$ cat config.mk
export PLATFORM = sky130hd
export DESIGN_NAME = mem_stage
export DESIGN_NICKNAME = d
export VERILOG_FILES = /design/src/rtl/mem_stage.sv
export SDC_FILE = /design/constraint.sdc
export NUM_CORES = 1
export LEC_CHECK = 0
export BUFFER_PORTS_ARGS = -buffer_cell sky130_fd_sc_hd__buf_2
export CAP_MARGIN = 20
export CORE_UTILIZATION = 44
export CTS_CLUSTER_SIZE = 12
export DETAILED_ROUTE_END_ITERATION = 10
export PLACE_DENSITY = 0.77
export SLEW_MARGIN = 0
export SYNTH_ARGS = -nofsm -noshare
export SYNTH_HDL_FRONTEND = slang
export SYNTH_SLANG_ARGS = --single-unit
$ cat constraint.sdc
create_clock -name clk -period 2.15 [get_ports clk]
set_input_delay 0.645 -clock clk [delete_from_list [all_inputs] [get_ports clk]]
set_output_delay 0.645 -clock clk [all_outputs]
set_load 0.05 [all_outputs]
$ cat src/rtl/mem_stage.sv
// mem_stage: pipeline MEM stage; ALU results pass straight through, loads/stores run a stalling IDLE/WAIT/DONE handshake.
// Optional MEM_TIMEOUT_EN adds a 15-cycle WAIT timeout with a mem_err pulse. Rev 1.0
`default_nettype none

module mem_stage (
    input  logic        clk,
    input  logic        rst,
    input  logic        in_valid,
    input  logic        memread,
    input  logic        memwrite,
    input  logic        memtoreg,
    input  logic        regwrite,
    input  logic [15:0] alu_result,
    input  logic [15:0] store_data,
    input  logic [3:0]  reg_write_select,
    input  logic        flush,
    output logic        mem_req,
    output logic        mem_we,
    output logic [15:0] mem_addr,
    output logic [15:0] mem_wdata,
    input  logic [15:0] mem_rdata,
    input  logic        mem_ack,
    output logic        stall,
    output logic        out_valid,
    output logic        regwrite_out,
    output logic [15:0] reg_write_data_out,
    output logic [3:0]  reg_write_select_out
`ifdef MEM_TIMEOUT_EN
    ,
    output logic        mem_err
`endif
);

    localparam logic [1:0] S_IDLE = 2'b00;
    localparam logic [1:0] S_WAIT = 2'b01;
    localparam logic [1:0] S_DONE = 2'b10;

    logic [1:0]  state, next_state;
    logic [15:0] lat_addr, lat_wdata, lat_rdata;
    logic [3:0]  lat_sel;
    logic        lat_regwrite, lat_memtoreg, lat_we;
    logic        squash;
    logic        start;
    logic        timed_out;

    // A flushed instruction never opens a memory transaction.
    assign start = in_valid & (memread | memwrite) & ~flush;

`ifdef MEM_TIMEOUT_EN
    logic [3:0] wait_cnt;
    logic       tout_flag;
    assign timed_out = (state == S_WAIT) & ~mem_ack & (wait_cnt == 4'd14);

    always_ff @(posedge clk or negedge rst) begin
        if (!rst) begin
            wait_cnt  <= 4'd0;
            tout_flag <= 1'b0;
        end else if (state == S_IDLE && start) begin
            wait_cnt  <= 4'd0;
            tout_flag <= 1'b0;
        end else if (state == S_WAIT && !mem_ack) begin
            wait_cnt  <= wait_cnt + 4'd1;
            if (timed_out)
                tout_flag <= 1'b1;
        end
    end
`else
    assign timed_out = 1'b0;
`endif

    always_ff @(posedge clk or negedge rst) begin
        if (!rst)
            state <= S_IDLE;
        else
            state <= next_state;
    end

    always_comb begin
        next_state = S_IDLE;
        case (state)
            S_IDLE:  next_state = start ? S_WAIT : S_IDLE;
            S_WAIT:  next_state = (mem_ack || timed_out) ? S_DONE : S_WAIT;
            S_DONE:  next_state = S_IDLE;
            default: next_state = S_IDLE;
        endcase
    end

    always_ff @(posedge clk or negedge rst) begin
        if (!rst) begin
            lat_addr     <= 16'd0;
            lat_wdata    <= 16'd0;
            lat_rdata    <= 16'd0;
            lat_sel      <= 4'd0;
            lat_regwrite <= 1'b0;
            lat_memtoreg <= 1'b0;
            lat_we       <= 1'b0;
            squash       <= 1'b0;
        end else begin
            if (state == S_IDLE && start) begin
                lat_addr     <= alu_result;
                lat_wdata    <= store_data;
                lat_sel      <= reg_write_select;
                lat_regwrite <= regwrite;
                lat_memtoreg <= memtoreg;
                lat_we       <= memwrite;
            end
            if (state == S_WAIT && mem_ack)
                lat_rdata <= mem_rdata;
            if (next_state == S_IDLE)
                squash <= 1'b0;
            else if (state == S_WAIT && flush)
                squash <= 1'b1;
        end
    end

    // Outputs are forced low while reset is held, even if upstream shows a live op.
    always_comb begin
        mem_req              = 1'b0;
        mem_we               = 1'b0;
        mem_addr             = 16'd0;
        mem_wdata            = 16'd0;
        stall                = 1'b0;
        out_valid            = 1'b0;
        regwrite_out         = 1'b0;
        reg_write_data_out   = 16'd0;
        reg_write_select_out = 4'd0;
`ifdef MEM_TIMEOUT_EN
        mem_err              = 1'b0;
`endif
        if (rst) begin
            case (state)
                S_IDLE: begin
                    stall                = start;
                    out_valid            = in_valid & ~start;
                    regwrite_out         = in_valid & ~start & regwrite & ~flush;
                    reg_write_data_out   = alu_result;
                    reg_write_select_out = reg_write_select;
                end
                S_WAIT: begin
                    mem_req   = 1'b1;
                    mem_we    = lat_we;
                    mem_addr  = lat_addr;
                    mem_wdata = lat_wdata;
                    stall     = 1'b1;
                end
                S_DONE: begin
                    out_valid            = 1'b1;
                    reg_write_data_out   = lat_memtoreg ? lat_rdata : lat_addr;
                    reg_write_select_out = lat_sel;
`ifdef MEM_TIMEOUT_EN
                    regwrite_out         = lat_regwrite & ~squash & ~tout_flag;
                    mem_err              = tout_flag;
`else
                    regwrite_out         = lat_regwrite & ~squash;
`endif
                end
                default: begin
                    stall = 1'b0;
                end
            endcase
        end
    end

endmodule

`default_nettype wire

==> impl_metrics.csv, run 1 <==
group,metric,value,unit
grt,grt_pass1_wl,12200,microns
synth,syn-cell-area,2920,sq um
grt,grt-ovfl-total,0,
clock_tree,cts_tree,"yes",
pwr,ir_worst_vdd,0.570,mV
worst_setup_path,cp-startpoint,"state[1]",
clock_tree,path_clk_slew,0.06,ns
worst_setup_path,crit_chain,"nor3b_4 -> nor3b_4 -> o211a_4 -> buf_8",
floorplanning,coreArea,6390,sq um
layout,layout.cells.most_common,"buf_2",
grt,grt_max_degree,64,
drt,drt-initial-drc-count,66,
hold_path,hp-class,"in2async",
place,port_buffers,117,
synth,ys_ff_latch,58,
synth,synth_cell_types,25,
place,placed_area,3920,sq um
sta,period_needed,2.26,ns
worst_setup_path,worstPathArrival,1.62,ns
layout,n_antenna_cell,0,
sta,worst_pin_slew,0.546,ns
worst_setup_path,slowest_delay,0.48,ns
clock_tree,max-clock-path-buffers,2,
drt,post_drt_wl_per_cell,16.6,microns
place,numPlacedInstances,435,
synth,ys_top_cells_by_area,"dfrtp_1, mux2_2, and3_1",
pwr,design_power_total,3.93,mW
clock_tree,cts_sinks,58,
place,gp_congestion,0.731,
sta,slew_violations,0,
run_status,status,"finished, violations left",
grt,antenna_found_initial,0,
sta,fin_crit_sh,1.05,
sta,worst_slack,-0.113,ns
layout,mostFrequentLayoutCells,"buf_2, dfrtp_1, mux2_2, buf_4, and3_1",
worst_setup_path,r2r_start,"state[1]",
sta,slew_headroom,0.636,
drt,totalWireLength,7510,microns
worst_setup_path,start_kind,"register",
sta,fin_hold_ws,0.305,ns
sta,rsz0062_at_grt,"true",
layout,area_growth,50.7,%
worst_setup_path,path_common_cell,"nor3b_4",
layout,layout.nets,434,
drt,drt_first_pass_iters,4,
layout,drive_gt1_frac,0.633,
floorplanning,initial_core_util,0.457,
run,maxCapViolations,0,
pwr,total_leakage_power,2.16,nW
grt,grt_usage,0.225,
floorplanning,io_pins,118,
floorplanning,rows,29,
clock_tree,cts-hold-fix-buffers,0,
layout,fin_util,0.689,
worst_setup_path,end_kind,"output pin",
synth,synth_area_leader_cell,"dfrtp_1",
sta,fmax,442,MHz
clock_tree,clock_latency,0.33,ns
floorplanning,die_width,83.5,microns
synth,ys_warn_count,0,
pwr,power-per-cell-area,893,nW/um^2
sta,setup_viol,53,
layout,final_cells,453,
sta,fin_skew,0.00621,ns
synth,avgSynthCellArea,12.1,sq um
floorplanning,dieArea,6960,sq um
clock_tree,cts-root-buf,"clkbuf_8",
drt,vias_per_cell,5.38,
run_status,failed_checks,"setup timing",
drt,num_vias,2437,
grt,grt_pass1_vias,2619,
synth,synth_top_area_share,0.497,
clock_tree,cts_max_level,3,
worst_setup_path,critPathTopFamily,"flip-flops",
worst_setup_path,slowest_stage,"dfrtp_2",
synth,synthCells,241,
sta,finalHoldViolations,0,
worst_setup_path,cp.buffers_inverters,1,
layout,final_area,4400,sq um
floorplanning,fp.dieH,83.5,microns
synth,synth-seq-area-share,0.497,
drt,drc_errors,0,
worst_setup_path,path_max_fanout,6,
worst_setup_path,cp.required,1.50,ns
drt,final_antenna_net_count,0,
clock_tree,cts_buffers,9,
worst_setup_path,critical_path_class,"reg2out",
synth,synth_nets,302,
place,dp_hpwl,4840,microns
==> through the flow <==
stage                     TNS, ns  worst slack [ns]
after global placement      -1.77           -0.0816
after floorplan            -0.142            -0.118
after global routing        -7.09            -0.184
after CTS                   -3.70            -0.137
after detailed placement    -3.36            -0.109
final                       -3.66            -0.113
==> final cells by class <==
cell class                 count  area, sq um
fill                         491         1990
multi-input combinational    160         1590
sequential                    58         1450
timing repair buffer         141         1090
clock buffer                  10          138
tap                           77         96.3
clock inverter                 4         20.0
inverter                       3         11.3
==> final timing paths <==
check                               end  slack [ns]  depth (start not counted)
min in group clk             lat_sel[2]        0.49                          1
max in group asynchronous      state[0]        1.44                          3
max                               stall       -0.11                          4
max reg2reg                lat_wdata[0]        0.15                          4
min reg2reg                  lat_sel[2]        0.49                          1
min                          lat_sel[3]        0.31                          2
==> worst register-to-register path, stage by stage (launching register included) <==
cell and delay, ns:
dfrtp_2 0.48, nor3b_4 0.23, nor3b_4 0.25, buf_4 0.51, mux2_2 0.42
==> metal layers <==
layer | up-vias | share of wire | global-route usage
li1 | 1120 | - | -
met3 | 10 | 0.061 | 0.0692
met5 | - | 0 | 0
met1 | 1224 | 0.41 | 0.275
met2 | 83 | 0.51 | 0.375
met4 | 0 | 0.011 | 0.0878
==> synth_stat cells, drive strengths merged <==
library cell   n
a211oi        16
a21bo          1
a21o           1
a21oi          2
and2           1
and3          33
buf           10
clkbuf        10
dfrtp         58
inv            3
mux2          55
mux2i         20
nand2          1
nand2b         1
nand3b         1
nand4b         1
nor2          21
nor2b          1
nor3b          2
o211a          1
o21ai          2
==> power by group <==
part	switching [mW]	leakage (nW)	internal, mW	total [mW]
Combinational	0.807	1.38	0.682	1.49
Sequential	0.185	0.687	1.42	1.61
Clock	0.403	0.0875	0.427	0.830
==> state kept, by name, indices dropped and copies added, names as in the netlist <==
signal / flops
lat_we: 1
lat_sel: 4
lat_memtoreg: 1
state: 2
squash: 1
lat_addr: 16
lat_rdata: 16
lat_regwrite: 1
lat_wdata: 16
==> repair_timing <==
action	CTS	global route
resized for setup	81	6
pin swaps	2	1
buffers inserted	1	1
gates cloned	0	2
setup endpoints to repair	57	57
==> cell families after synthesis <==
| family | synth area share |
|---|---|
| flops | 0.497 |
| compound gates | 0.0574 |
| mux | 0.281 |
| simple gates | 0.123 |
| buf+inv | 0.0420 |
(Power assumes the default switching activity.)
==> run 2: changes to the inputs <==
--- a/config.mk
+++ b/config.mk
@@ -6,6 +6,8 @@
 export NUM_CORES = 1
 export LEC_CHECK = 0
+export ABC_AREA = 0
 export BUFFER_PORTS_ARGS = -buffer_cell sky130_fd_sc_hd__buf_2
 export CAP_MARGIN = 20
+export CORE_MARGIN = 5
 export CORE_UTILIZATION = 44
 export CTS_CLUSTER_SIZE = 12
==> constraint.sdc (replaced) <==
create_clock -name clk -period 2.15 [get_ports clk]
set_input_delay 0.645 -clock clk [delete_from_list [all_inputs] [get_ports clk]]
set_output_delay 0.645 -clock clk [all_outputs]
set_load 0.02 [all_outputs]
==> impl_metrics.csv, run 2 (same netlist as run 1, synthesis figures left out) <==
group,metric,value,unit
worst_setup_path,path_common_cell,"buf_4",
layout,reg_top3,"lat_addr (16), lat_rdata (16), lat_wdata (16)",
drt,drc_errors,0,
grt,grt-ovfl-total,0,
place,dp_hpwl,5210,microns
layout,n_antenna_cell,0,
worst_setup_path,cp.required,1.50,ns
run_status,failed_checks,"setup timing",
floorplanning,initial_core_util,0.457,
sta,worst_slack,-0.0591,ns
run,maxCapViolations,0,
place,gp_congestion,0.776,
worst_setup_path,reg2reg_slack,0.27,ns
grt,grt_pass1_vias,2492,
run_status,status,"finished, violations left",
drt,post_drt_wl_per_cell,16.9,microns
layout,drive_gt1_frac,0.613,
drt,totalWireLength,7650,microns
grt,grt_max_degree,51,
floorplanning,die_width,91.5,microns
clock_tree,cts-root-buf,"clkbuf_8",
floorplanning,rows,29,
clock_tree,cts_max_level,3,
sta,fin_crit_sh,1.03,
worst_setup_path,end_kind,"output pin",
grt,grt_pass1_wl,11800,microns
worst_setup_path,r2r_start,"state[1]",
floorplanning,dieArea,8360,sq um
worst_setup_path,r2r-end,"lat_addr[6]",
hold_path,hp-class,"in2async",
floorplanning,coreArea,6390,sq um
worst_setup_path,cp.buffers_inverters,2,
drt,final_antenna_net_count,0,
layout,layout.cells.most_common,"buf_2",
drt,num_vias,2415,
place,placed_area,3650,sq um
floorplanning,io_pins,118,
worst_setup_path,critical_path_class,"reg2out",
sta,fin_hold_ws,0.311,ns
worst_setup_path,start_kind,"register",
layout,layout.nets,433,
clock_tree,cts-hold-fix-buffers,0,
sta,fin_skew,0.00858,ns
layout,fin_util,0.649,
grt,grt_usage,0.173,
worst_setup_path,path_max_fanout,6,
worst_setup_path,slowest_stage,"dfrtp_2",
clock_tree,cts_sinks,58,
layout,final_area,4150,sq um
sta,slew_headroom,0.708,
place,place_ws,-0.00808,ns
sta,period_needed,2.21,ns
drt,vias_per_cell,5.32,
sta,finalHoldViolations,0,
sta,slew_violations,0,
clock_tree,cts_buffers,9,
layout,area_growth,42.1,%
clock_tree,path_clk_slew,0.07,ns
sta,worst_pin_slew,0.436,ns
clock_tree,max-clock-path-buffers,2,
drt,drt-initial-drc-count,78,
clock_tree,cts_tree,"yes",
worst_setup_path,critPathTopFamily,"flip-flops",
layout,mostFrequentLayoutCells,"buf_2, dfrtp_1, mux2_2",
floorplanning,fp.dieH,91.5,microns
sta,setup_viol,7,
sta,rsz0062_at_grt,"true",
worst_setup_path,crit_chain,"nor3b_2 -> buf_4 -> o21ai_0 -> a21oi_1 -> buf_4",
clock_tree,clock_latency,0.33,ns
grt,antenna_found_initial,0,
place,port_buffers,117,
worst_setup_path,slowest_delay,0.45,ns
pwr,total_leakage_power,2.15,nW
pwr,ir_worst_vdd,0.630,mV
pwr,power-per-cell-area,927,nW/um^2
worst_setup_path,reg2reg_depth,5,
worst_setup_path,worstPathArrival,1.56,ns
sta,fmax,453,MHz
drt,drt_first_pass_iters,4,
-- run 2: cell types whose count changed in the layout (fill, tap and decap cells not counted), sizes merged --
cell / before / now
buf: 139 / 138
bufinv: 0 / 2
clkbuf: 12 / 13
clkinv: 4 / 2
clkinvlp: 0 / 1
-- run 2: metal layers --
layer | track usage | vias up | share of wire
met1 | 0.210 | 1182 | 0.43
met2 | 0.271 | 92 | 0.46
met5 | 0 | - | 0
met4 | 0.0672 | 0 | 0.013
met3 | 0.0760 | 10 | 0.096
li1 | - | 1131 | -
-- run 2: how the worst max path moves through the flow --
stage               startpoint            to  slack [ns]  cells past startpoint
floorplan             in_valid         stall       -0.05                      4
global placement      memwrite         stall        0.05                      5
detailed placement    in_valid         stall      -0.008                      5
CTS                   state[1]         stall       -0.07                      4
global route          state[1]  regwrite_out       -0.14                      5
finish                state[1]     out_valid       -0.06                      5
-- run 2: worst register-to-register path: stages, from the launching register on --
cell and delay, ns:
dfrtp_2 0.45, nor3b_2 0.23, nor3b_4 0.25, buf_4 0.15
buf_4 0.29, mux2_2 0.39
-- run 2: final cells by class --
cell class	instances	area, sq um
clock buffers	11	141
inverters	3	11.3
multi-input cells	160	1450
well taps	77	96.3
repair buffers	140	923
flip-flops and latches	58	1450
fillers	496	2240
clock inverters	5	77.6
-- run 2: power breakdown --
group | internal (mW) | leakage, nW | switching, mW
clock | 0.680 | 0.109 | 0.418
combinational | 0.614 | 1.35 | 0.535
sequential | 1.42 | 0.688 | 0.177
-- run 2: timing repair --
| item | CTS | global route |
|---|---|---|
| endpoints found under the hold margin | 0 | 0 |
| endpoints found under the setup margin | 53 | 53 |
| buffers inserted | 3 | 2 |
| pin swaps | 2 | 3 |
| cloned | 0 | 3 |
| gates resized for setup | 15 | 32 |
-- run 2: through the flow --
stage	std cells	setup TNS (ns)	power (mW)
2_1_floorplan	241	-0.0517	2.29
3_3_place_gp	430	0	2.58
3_5_place_dp	430	-0.00808	2.63
4_1_cts	449	-0.339	3.77
5_1_grt	454	-3.33	4.08
6_report	454	-0.182	3.85
==> run 3: changes to the inputs <==
SETUP_SLACK_MARGIN = 0.05   (was default)
==> impl_metrics.csv, run 3 (same netlist as run 1, synthesis figures left out) <==
group,metric,value,unit
run_status,status,"finished, violations left",
run_status,failed_checks,"setup timing",
layout,layout.nets,433,
sta,worst_pin_slew,0.446,ns
drt,drt-initial-drc-count,69,
worst_setup_path,slowest_delay,0.46,ns
sta,slew_violations,0,
floorplanning,rows,29,
pwr,power-per-cell-area,879,nW/um^2
clock_tree,cts_sinks,58,
place,gp_congestion,0.764,
drt,wl_met3,686,microns
layout,fillers,513,
pwr,total_leakage_power,2.13,nW
clock_tree,path_clk_slew,0.06,ns
grt,antenna_found_initial,0,
layout,drive_gt1_frac,0.622,
layout,final_area,4100,sq um
floorplanning,dieArea,8360,sq um
clock_tree,max-clock-path-buffers,2,
floorplanning,fp.dieH,91.5,microns
worst_setup_path,path_max_fanout,6,
drt,totalWireLength,7690,microns
worst_setup_path,end_kind,"output pin",
worst_setup_path,endpoint,"reg_write_select_out[3]",
grt,grt_usage,0.187,
worst_setup_path,worst-path-stages,6,
worst_setup_path,reg2reg_depth,5,
drt,drc_errors,0,
drt,wl_met2,3490,microns
clock_tree,cts-root-buf,"clkbuf_8",
grt,grt-ovfl-total,0,
floorplanning,io_pins,118,
floorplanning,coreArea,6390,sq um
layout,area_growth,40.6,%
floorplanning,die_width,91.5,microns
clock_tree,cts_buffers,9,
place,numPlacedInstances,426,
drt,num_vias,2387,
grt,grt_pass1_wl,12600,microns
drt,vias_per_cell,5.27,
place,port_buffers,117,
place,placed_area,3710,sq um
grt,grt_pass1_vias,2544,
clock_tree,cts_max_level,3,
clock_tree,clock_latency,0.33,ns
worst_setup_path,reg2reg_slack,0.25,ns
layout,reg_top3,"lat_addr (16), lat_rdata (16), lat_wdata (16)",
grt,grt_max_degree,48,
drt,highest_layer,"met4",
drt,final_antenna_net_count,0,
worst_setup_path,slowest_stage,"dfrtp_2",
worst_setup_path,cp-startpoint,"state[1]",
hold_path,hp-class,"in2async",
layout,n_antenna_cell,0,
sta,fmax,449,MHz
drt,post_drt_wl_per_cell,17.0,microns
drt,wl_met1,3400,microns
pwr,ir_worst_vdd,0.644,mV
sta,slew_headroom,0.702,
worst_setup_path,critPathTopFamily,"buffers and inverters",
sta,worst_slack,-0.0754,ns
worst_setup_path,cp.buffers_inverters,4,
place,dp_hpwl,5110,microns
clock_tree,cts_tree,"yes",
sta,fin_crit_sh,1.04,
sta,finalHoldViolations,0,
worst_setup_path,critical_path_class,"reg2out",
worst_setup_path,crit_chain,"buf_4 -> buf_6 -> clkbuf_16 -> mux2i_1 -> nor2_1 -> buf_2",
run,maxCapViolations,0,
layout,layout.cells.most_common,"buf_2",
sta,setup_viol,50,
worst_setup_path,r2r-end,"lat_addr[4]",
floorplanning,initial_core_util,0.457,
sta,rsz0062_at_grt,"true",
sta,tns,-1.52,ns
sta,fin_skew,0.00627,ns
drt,drt_first_pass_iters,4,
worst_setup_path,start_kind,"register",
sta,period_needed,2.23,ns
worst_setup_path,cp.required,1.50,ns
layout,mostFrequentLayoutCells,"buf_2, dfrtp_1, mux2_2",
layout,final_cells,453,
clock_tree,cts-hold-fix-buffers,0,
worst_setup_path,r2r_start,"state[1]",
worst_setup_path,worstPathArrival,1.58,ns
==> run 3: changes by cell type in the layout (fill, tap and decap cells not counted), sizes merged <==
cell,previous run,this run
clkinv,2,3
bufinv,2,0
buf,138,139
clkinvlp,1,0
==> run 3: stage by stage <==
step	util	hold WS, ns	power [mW]	setup slack (ns)
floorplan	-	0.349	2.32	-0.0517
global placement	0.581	0.472	2.63	0.0303
detailed placement	0.581	0.480	2.67	-0.0303
CTS	0.636	0.310	3.62	-0.0931
global route	0.643	0.325	3.83	-0.177
finish	0.643	0.323	3.61	-0.0754
==> run 3: cell type report <==
class / instances / area (sq um) / area share
Tap cell: 77 / 96.3 / 0.0235
Clock inverter: 3 / 15.0 / 0.00366
Inverter: 3 / 11.3 / 0.00274
Timing Repair Buffer: 140 / 921 / 0.224
Clock buffer: 12 / 155 / 0.0378
Multi-Input combinational cell: 160 / 1450 / 0.354
Sequential cell: 58 / 1450 / 0.354
==> run 3: timing repair <==
action / 4_1_cts / 5_1_grt
endpoints found under the setup margin: 57 / 57
gates cloned: 1 / 1
buffers inserted: 8 / 3
gates resized for setup: 31 / 8
pin swaps: 2 / 7
==> run 3: per-layer routing <==
metal	vias up	track usage
li1	1124	-
met1	1158	0.251
met2	92	0.278
met3	13	0.0628
met4	0	0.0733
met5	-	0
==> run 3: how the worst min path moves through the flow <==
stage	from	end	slack (ns)	depth (start not counted)
after floorplan	rst	lat_addr[0]	0.35	0
after global placement	lat_sel[2]	lat_sel[2]	0.47	1
after detailed placement	lat_sel[2]	lat_sel[2]	0.48	1
after CTS	rst	lat_sel[2]	0.31	2
after global routing	rst	lat_addr[12]	0.32	2
final	rst	lat_addr[12]	0.32	2
==> run 3: power by group <==
group | internal, mW | switching (mW)
logic | 0.604 | 0.536
registers | 1.42 | 0.177
clock network | 0.469 | 0.398
total | 2.50 | 1.11
==> run 3: worst register-to-register path, cell delays in order, from the launching register on <==
cell and delay, ns:
dfrtp_2 0.46, nor3b_4 0.24, nor3b_4 0.24, buf_4 0.14
buf_4 0.30, mux2_2 0.40
